===== config.mk =====
export PLATFORM = sky130hd
export DESIGN_NAME = port_fifo_responder_flat
export DESIGN_NICKNAME = d
export VERILOG_FILES = /design/src/rtl/port_fifo_responder_if.sv /design/src/rtl/port_fifo_responder.sv /design/src/flat_wrapper.sv
export SDC_FILE = /design/constraint.sdc
export NUM_CORES = 1
export LEC_CHECK = 0
export CAP_MARGIN = 15
export CORE_MARGIN = 3
export CORE_UTILIZATION = 59
export DETAILED_ROUTE_END_ITERATION = 10
export PLACE_DENSITY = 0.84
export SETUP_SLACK_MARGIN = 0.15
export SYNTH_ARGS = -nofsm -noshare
export SYNTH_HDL_FRONTEND = slang
export SYNTH_SLANG_ARGS = --single-unit

===== constraint.sdc =====
create_clock -name CLK -period 5.6 [get_ports CLK]
set_input_delay 1.12 -clock CLK [delete_from_list [all_inputs] [get_ports CLK]]
set_output_delay 1.12 -clock CLK [all_outputs]
set_load 0.1 [all_outputs]

===== src/rtl/port_fifo_responder_if.sv =====
// CPU-strobe and device valid/ready signal bundle for one decoded port line.
// The slave modport belongs to the responder; the master modport to the CPU/device side.
interface port_fifo_responder_if;
  logic       _sel_wr;
  logic       _sel_rd;
  logic [7:0] data_in;
  logic [7:0] data_out;
  logic       data_oe;
  logic [7:0] tx_data;
  logic       tx_valid;
  logic       tx_ready;
  logic [7:0] rx_data;
  logic       rx_valid;
  logic       rx_ready;
  logic       overflow;

  modport slave (
    input  _sel_wr, _sel_rd, data_in, tx_ready, rx_data, rx_valid,
    output data_out, data_oe, tx_data, tx_valid, rx_ready, overflow
  );

  modport master (
    output _sel_wr, _sel_rd, data_in, tx_ready, rx_data, rx_valid,
    input  data_out, data_oe, tx_data, tx_valid, rx_ready, overflow
  );
endinterface


===== src/rtl/port_fifo_responder.sv =====
// Port endpoint: CPU write strobes fill a TX FIFO, device fills an RX FIFO read by CPU strobes.
// Latency: push visible after the capturing edge; data_out/tx_data combinational from FIFO heads.
// Backpressure: rx_ready low when RX full; CPU writes to a full TX are dropped (sticky flag if PORT_FIFO_RESPONDER_OVERFLOW_EN).
module port_fifo_responder #(
  parameter int DEPTH = 4
) (
  input logic                   CLK,
  input logic                   MR,
  port_fifo_responder_if.slave  bus
);

  localparam int              AW       = $clog2(DEPTH);
  localparam logic [AW:0]     FULL_CNT = (AW+1)'(DEPTH);
  localparam logic [AW:0]     CNT_ONE  = (AW+1)'(1);
  localparam logic [AW-1:0]   PTR_ONE  = AW'(1);

  logic          prev_wr;
  logic          prev_rd;

  logic [7:0]    tx_mem [DEPTH];
  logic [AW-1:0] tx_rd_ptr;
  logic [AW-1:0] tx_wr_ptr;
  logic [AW:0]   tx_cnt;

  logic [7:0]    rx_mem [DEPTH];
  logic [AW-1:0] rx_rd_ptr;
  logic [AW-1:0] rx_wr_ptr;
  logic [AW:0]   rx_cnt;

  logic wr_evt, rd_evt;
  logic tx_full, tx_empty, tx_push, tx_pop;
  logic rx_full, rx_empty, rx_push, rx_pop;

  always_comb begin
    wr_evt   = prev_wr && !bus._sel_wr;
    rd_evt   = !prev_rd && bus._sel_rd;
    tx_full  = (tx_cnt == FULL_CNT);
    tx_empty = (tx_cnt == '0);
    rx_full  = (rx_cnt == FULL_CNT);
    rx_empty = (rx_cnt == '0);
    tx_pop   = !tx_empty && bus.tx_ready;
    // A full TX still takes the write when the device drains a slot on the same edge.
    tx_push  = wr_evt && (!tx_full || tx_pop);
    rx_push  = bus.rx_valid && !rx_full;
    rx_pop   = rd_evt && !rx_empty;
  end

  // Reset parks the strobe history at "idle" so a strobe spanning reset never fires.
  always_ff @(posedge CLK) begin
    if (MR) begin
      prev_wr <= 1'b0;
      prev_rd <= 1'b1;
    end else begin
      prev_wr <= bus._sel_wr;
      prev_rd <= bus._sel_rd;
    end
  end

  always_ff @(posedge CLK) begin
    if (MR) begin
      tx_rd_ptr <= '0;
      tx_wr_ptr <= '0;
      tx_cnt    <= '0;
    end else begin
      if (tx_push) tx_wr_ptr <= tx_wr_ptr + PTR_ONE;
      if (tx_pop)  tx_rd_ptr <= tx_rd_ptr + PTR_ONE;
      case ({tx_push, tx_pop})
        2'b10:   tx_cnt <= tx_cnt + CNT_ONE;
        2'b01:   tx_cnt <= tx_cnt - CNT_ONE;
        default: tx_cnt <= tx_cnt;
      endcase
    end
  end

  always_ff @(posedge CLK) begin
    if (!MR && tx_push) tx_mem[tx_wr_ptr] <= bus.data_in;
  end

  always_ff @(posedge CLK) begin
    if (MR) begin
      rx_rd_ptr <= '0;
      rx_wr_ptr <= '0;
      rx_cnt    <= '0;
    end else begin
      if (rx_push) rx_wr_ptr <= rx_wr_ptr + PTR_ONE;
      if (rx_pop)  rx_rd_ptr <= rx_rd_ptr + PTR_ONE;
      case ({rx_push, rx_pop})
        2'b10:   rx_cnt <= rx_cnt + CNT_ONE;
        2'b01:   rx_cnt <= rx_cnt - CNT_ONE;
        default: rx_cnt <= rx_cnt;
      endcase
    end
  end

  always_ff @(posedge CLK) begin
    if (!MR && rx_push) rx_mem[rx_wr_ptr] <= bus.rx_data;
  end

`ifdef PORT_FIFO_RESPONDER_OVERFLOW_EN
  logic overflow_q;

  always_ff @(posedge CLK) begin
    if (MR)
      overflow_q <= 1'b0;
    else if (wr_evt && !tx_push)
      overflow_q <= 1'b1;
  end

  assign bus.overflow = overflow_q;
`else
  assign bus.overflow = 1'b0;
`endif

  assign bus.tx_data  = tx_mem[tx_rd_ptr];
  assign bus.tx_valid = !tx_empty;
  assign bus.rx_ready = !rx_full;
  assign bus.data_out = rx_empty ? 8'h00 : rx_mem[rx_rd_ptr];
  assign bus.data_oe  = !bus._sel_rd;

endmodule

===== src/flat_wrapper.sv =====
// flat-port wrapper written by rule: the top's interface ports become plain ports
module port_fifo_responder_flat 
#(
  parameter int DEPTH = 4
)
  (CLK, MR, bus__sel_wr, bus__sel_rd, bus_data_in, bus_tx_ready, bus_rx_data, bus_rx_valid, bus_data_out, bus_data_oe, bus_tx_data, bus_tx_valid, bus_rx_ready, bus_overflow);
  port_fifo_responder_if bus_i ();
  input logic CLK;
  input logic MR;
  input wire logic [$bits(bus_i._sel_wr)-1:0] bus__sel_wr;
  input wire logic [$bits(bus_i._sel_rd)-1:0] bus__sel_rd;
  input wire logic [$bits(bus_i.data_in)-1:0] bus_data_in;
  input wire logic [$bits(bus_i.tx_ready)-1:0] bus_tx_ready;
  input wire logic [$bits(bus_i.rx_data)-1:0] bus_rx_data;
  input wire logic [$bits(bus_i.rx_valid)-1:0] bus_rx_valid;
  output wire logic [$bits(bus_i.data_out)-1:0] bus_data_out;
  output wire logic [$bits(bus_i.data_oe)-1:0] bus_data_oe;
  output wire logic [$bits(bus_i.tx_data)-1:0] bus_tx_data;
  output wire logic [$bits(bus_i.tx_valid)-1:0] bus_tx_valid;
  output wire logic [$bits(bus_i.rx_ready)-1:0] bus_rx_ready;
  output wire logic [$bits(bus_i.overflow)-1:0] bus_overflow;
  assign bus_i._sel_wr = bus__sel_wr;
  assign bus_i._sel_rd = bus__sel_rd;
  assign bus_i.data_in = bus_data_in;
  assign bus_i.tx_ready = bus_tx_ready;
  assign bus_i.rx_data = bus_rx_data;
  assign bus_i.rx_valid = bus_rx_valid;
  assign bus_data_out = bus_i.data_out;
  assign bus_data_oe = bus_i.data_oe;
  assign bus_tx_data = bus_i.tx_data;
  assign bus_tx_valid = bus_i.tx_valid;
  assign bus_rx_ready = bus_i.rx_ready;
  assign bus_overflow = bus_i.overflow;
  port_fifo_responder #(.DEPTH(DEPTH)) u_core (.CLK(CLK), .MR(MR), .bus(bus_i));
endmodule

* Word level (Yosys, flattened, before mapping)
Memory sizes are Yosys's and may differ from the RTL's. A register that Yosys moved wholly into a read port is not among the register bits.
Index checks and enable logic that the tools add are counted.
** Storage, ports and cells
- Bits in registers :: 16
- Bits in writable memories :: 64
- Logic and storage cells :: 56
- Memories :: 2
** Operators by class
- Add/sub/neg operators :: 8
- Eq/ne operators :: 6
- Multiplexer cells :: 11
- Reduce and logical (&&, ||, !) cells :: 21
** Memories
- u_core.rx_mem :: depth 4, bits a word 8, rd ports 1, clocked after Yosys merged registers in 1, write ports 1, line port_fifo_responder.sv:25 : logic [7:0] rx_mem [DEPTH];
- u_core.tx_mem :: depth 4, bits a word 8, rd ports 1, clocked after Yosys merged registers in 1, write ports 1, line port_fifo_responder.sv:20 : logic [7:0] tx_mem [DEPTH];
** Operator list (count)
- $pmux W3 S2 :: 2
- $add A2 B1 Y2 const B :: 4
- $logic_and A1 B1 Y1 :: 8
- $logic_not A1 Y1 :: 8
- $mux W2 :: 4
- $mux W8 :: 1
- $add A3 B1 Y3 const B :: 2
- $eq A3 B3 Y1 const B :: 2
- $logic_not A3 Y1 :: 2
- $sub A3 B1 Y3 const B :: 2
- $eq A2 B1 Y1 const B :: 2
- $eq A2 B2 Y1 const B :: 2
- $mux W1 :: 4
- $reduce_bool A2 Y1 :: 2
- $logic_or A1 B1 Y1 :: 1

* Depth between registers and ports, before layout
- Word-level depth :: 8
- Gate-level depth with buffers :: 9
- Gate-level depth less buffers :: 9

* Least setup slack after synthesis
OpenSTA, ideal clock, no wires.
- Kind :: reg2out
- Start :: reg with a tool-made name
- End :: out bus_data_out[0]
- Arrival :: 2.151 ns
- Data required time :: 4.480 ns
- Slack :: 2.329 ns
- Cell stages (with the launch flop) :: 4
- Cell sequence :: dfxtp_1 > buf_2 > mux4_2 > nor2b_1
** RTL lines
- end, declared :: line flat_wrapper.sv:16 : output wire logic [$bits(bus_i.data_out)-1:0] bus_data_out;

* Worst setup path in the final report
- Start :: in bus__sel_rd
- End :: out bus_data_oe
** Between the ends
- Word-level cells in the longest chain between the ends :: 1
** Ends and longest elaborated chain
- start, declared :: line flat_wrapper.sv:11 : input wire logic [$bits(bus_i._sel_rd)-1:0] bus__sel_rd;
- $logic_not A1 Y1 :: line port_fifo_responder.sv:118 : assign bus.data_oe = !bus._sel_rd;
- end, declared :: line flat_wrapper.sv:17 : output wire logic [$bits(bus_i.data_oe)-1:0] bus_data_oe;
Every way passes these cells.

==> out/summary.log <==
[status] result of the run completed
[worst_setup_path] cell repeated most along the worst path clkdlybuf4s50_1
[worst_setup_path] Worst Reg2Reg Path Length in Cells 9
[logic_synthesis] most repeated cell in the gate-level netlist after synthesis edfxtp_1
[clock_tree] CTS HTree Levels 3
[routing] drt total wl 5.73 mm
[global_route] Congestion Overflow GR 0
[logic_synthesis] gate count of the mapped netlist 204
[worst_setup_path] data arrival at the endpoint of the critical path 2.77 ns
[die] Core Box Area 5540 um^2
[logic_synthesis] cell taking the most area after synthesis edfxtp_1
[logic_synthesis] number of enable flip-flop cells after synthesis 64
[worst_setup_path] data required time at the worst endpoint 4.48 ns
[worst_setup_path] worst path buffer plus inverter count 3
[worst_setup_path] critical path capture point bus_data_oe
[worst_setup_path] WP depth 3
[die] Die Span Y 82.1 um
[worst_setup_path] critical-path cell with the highest stage delay clkdlybuf4s50_1
[worst_setup_path] terminus of the critical flop-to-flop path u_core.tx_cnt[2]
[worst_setup_path] setup slack of the most critical reg-to-reg path 3.03 ns
[worst_setup_path] critical path startpoint bus__sel_rd
[worst_setup_path] kind of capture point of the worst setup path output pin
[power_and_ir_drop] largest vdd supply drop 0.000390 V
[placed_design] detailed placer's ending HPWL 3.88 mm
[worst_setup_path] category of cells accounting for the largest share of critical-path delay buffers and inverters
[worst_setup_path] top fanout value on the critical path 3
[global_route] initial antenna violation count 0
[hold_path] class of the most critical hold timing path register to register
[timing] Worst Skew 0.00887 ns
[routing] total via count in the routed design 1,824
[timing] final setup TNS 0 ns
[clock_tree] insertion delay of the later-clocked pin in the worst-skew pair 0.34 ns
[final_layout] signed area change from the synthesized netlist to the final layout 20.1%
[worst_setup_path] delay of the slowest cell on the worst path 1.14 ns
[worst_setup_path] R2R Path Start u_core.tx_cnt[0]
[die] std cell rows 27
[timing] Max Fclk 257 MHz
[logic_synthesis] share of synthesized area occupied by flip-flops and latches 68.0%
[timing] max-slew violation count 0
[worst_setup_path] Worst setup SP type input port
[global_route] overall track demand over capacity in global routing 19.2%
[clock_tree] buffers inserted during post-CTS setup optimization 0
[final_layout] antenna cell count 0
[global_route] wire length of the first global-routing pass 9.38 mm
[die] area of the die 6740 um^2
[timing] minimum clock period after layout 3.89 ns
[routing] Via density 5.49
[timing] unrepaired setup endpoints after global routing no
[timing] Tcrit/Tclk final 69.5%
[placed_design] RD Place Congestion 0.690
[logic_synthesis] fraction of post-synthesis cell area in the top cell type by area 56.3%
[global_route] via count of the first global-routing pass 1,886
[routing] number of remaining DRC errors 0
[final_layout] Total Nets Final 289
[timing] transition time of the tightest slew-check pin 1.04 ns
[power_and_ir_drop] power density normalized to cell area 371 nW/um^2
[logic_synthesis] Main synth FF type edfxtp_1
[clock_tree] Clock transition at path regs 0.07 ns
[logic_synthesis] share of flip-flops with an asynchronous set or reset after synthesis 0%
[clock_tree] Inserted Clock Buffers 9
[timing] headroom to the max-slew limit 30.8%
[logic_synthesis] syn nets 238
[routing] remaining antenna violation count after routing 0
[logic_synthesis] cells taking the most area after synthesis edfxtp_1 56%, dfxtp_1 12%, mux4_2 11%
[placed_design] IO Port Bufs 40
[power_and_ir_drop] leakage power summed over all cells 1.38 nW
[worst_setup_path] crit-path cells clkdlybuf4s50_1, inv_1, clkdlybuf4s50_1
[clock_tree] post-CTS resize count 0
[global_route] largest net degree at the start of global routing 32
[logic_synthesis] Post-Synthesis Cell Area 3420 um^2
[routing] DR WL/cell 17.3 um
[logic_synthesis] count of warnings emitted by yosys 0
[timing] final hold slack 0.511 ns
[clock_tree] CTS Root Buffer Type clkbuf_8
[routing] number of optimization iterations in the first detailed-route pass 4
[clock_tree] clock tree buffer depth 2
[routing] first-iteration detailed-routing DRC count 107
[timing] final count of hold timing violations 0
[logic_synthesis] syn avg cell area 16.7 um^2
[clock_tree] TritonCTS Sinks 84
[die] I/O pin count 42
[logic_synthesis] flops & latches, synth 84
[logic_synthesis] library cells used by synthesis 34
[final_layout] fraction of layout cells with a size suffix above 1 18.1%
[die] initial standard-cell utilization of the core 61.7%
[timing] final-report setup violation count 0
[worst_setup_path] critical setup path kind input port to output pin
[logic_synthesis] most common library cells after synthesis 64 x edfxtp_1, 20 x dfxtp_1, 16 x mux4_2
[run] max-cap viol count 0
[die] Die Width 82.1 um
[clock_tree] CTS tree built
[clock_tree] number of hold-repair buffers added at the cts stage 0
[placed cells by master (no fill, tap or decap), drive strengths merged, types with 3 or more instances in the layout]
master and n:
dfxtp 20, or3 3, edfxtp 64, nor3b 8, clkbuf 14, nor2b 11, nor2 15, clkdlybuf4s50 40
buf 8, ha 10, inv 13, mux4 16, mux2 5, a21oi 4, nand2b 4, xor2 5
[per-layer routing]
metal  part of all wire [%]  vias up  track usage, %
met2                     51       45            31.1
met1                     43      919            26.2
met4                    1.7        0            7.97
li1                       -      852               -
met5                      0        -               0
met3                    4.2        8            2.93
[logic make-up (layout without fill, tap and decap cells)]
| logic type | after synthesis | in the layout | synth area share (%) |
|---|---|---|---|
| flops | 84 | 84 | 68.0 |
| simple gates | 49 | 49 | 8.72 |
| mux | 23 | 23 | 12.9 |
| buf+inv | 21 | 77 | 2.49 |
| fa+ha+maj | 12 | 12 | 4.84 |
| compound gates | 8 | 8 | 1.43 |
| xor+xnor | 6 | 6 | 1.54 |
| other cells | 1 | 1 | 0.110 |
[registers in the layout (all words and copies together), names as in the netlist, named ones only]
name              flops
u_core.prev_rd        1
u_core.prev_wr        1
u_core.rx_cnt         3
u_core.rx_mem        32
u_core.rx_rd_ptr      2
u_core.rx_wr_ptr      2
u_core.tx_cnt         3
u_core.tx_mem        32
u_core.tx_rd_ptr      2
u_core.tx_wr_ptr      2
[stage by stage]
| stage | area, um^2 | power, mW | worst slack (ns) | instances | util [%] |
|---|---|---|---|---|---|
| floorplan | 3420 | 1.07 | 2.33 | 204 | - |
| global placement | 3930 | 1.16 | 1.73 | 316 | 70.9 |
| detailed placement | 3930 | 1.16 | 1.70 | 316 | 70.9 |
| CTS | 4100 | 1.54 | 1.68 | 332 | 74.1 |
| global route | 4100 | 1.59 | 1.58 | 332 | 74.1 |
| finish | 4100 | 1.52 | 1.71 | 332 | 74.1 |
[tightest hold or removal path: stages, from the launching register on]
cell,delay (ns)
dfxtp_1,0.33
o21ai_0,0.08
a21oi_1,0.06
[worst min path at each step]
stage | start | slack [ns] | cells past startpoint | to
after floorplan | u_core.rx_cnt[2] | 0.48 | 2 | u_core.rx_cnt[2]
after global placement | u_core.rx_cnt[2] | 0.49 | 2 | u_core.rx_cnt[2]
after detailed placement | u_core.rx_cnt[2] | 0.50 | 2 | u_core.rx_cnt[2]
after CTS | u_core.rx_cnt[2] | 0.52 | 2 | u_core.rx_cnt[2]
after global routing | u_core.rx_cnt[2] | 0.54 | 2 | u_core.rx_cnt[2]
final | u_core.rx_cnt[2] | 0.51 | 2 | u_core.rx_cnt[2]
[report_power, final]
part,switching [mW],internal [mW]
clock network,0.190,0.185
registers,0.0317,0.696
logic,0.290,0.131
[cell type report]
cell class                      instances  area [um^2]
Clock buffer                           14          163
Clock inverter                          2         10.0
Fill cell                             357         1440
Tap cell                               72         90.1
Timing Repair Buffer                   48          460
Sequential cell                        84         2320
Inverter                               13         48.8
Multi-Input combinational cell         99         1010
No activity file was read; power rests on OpenSTA's default activity.
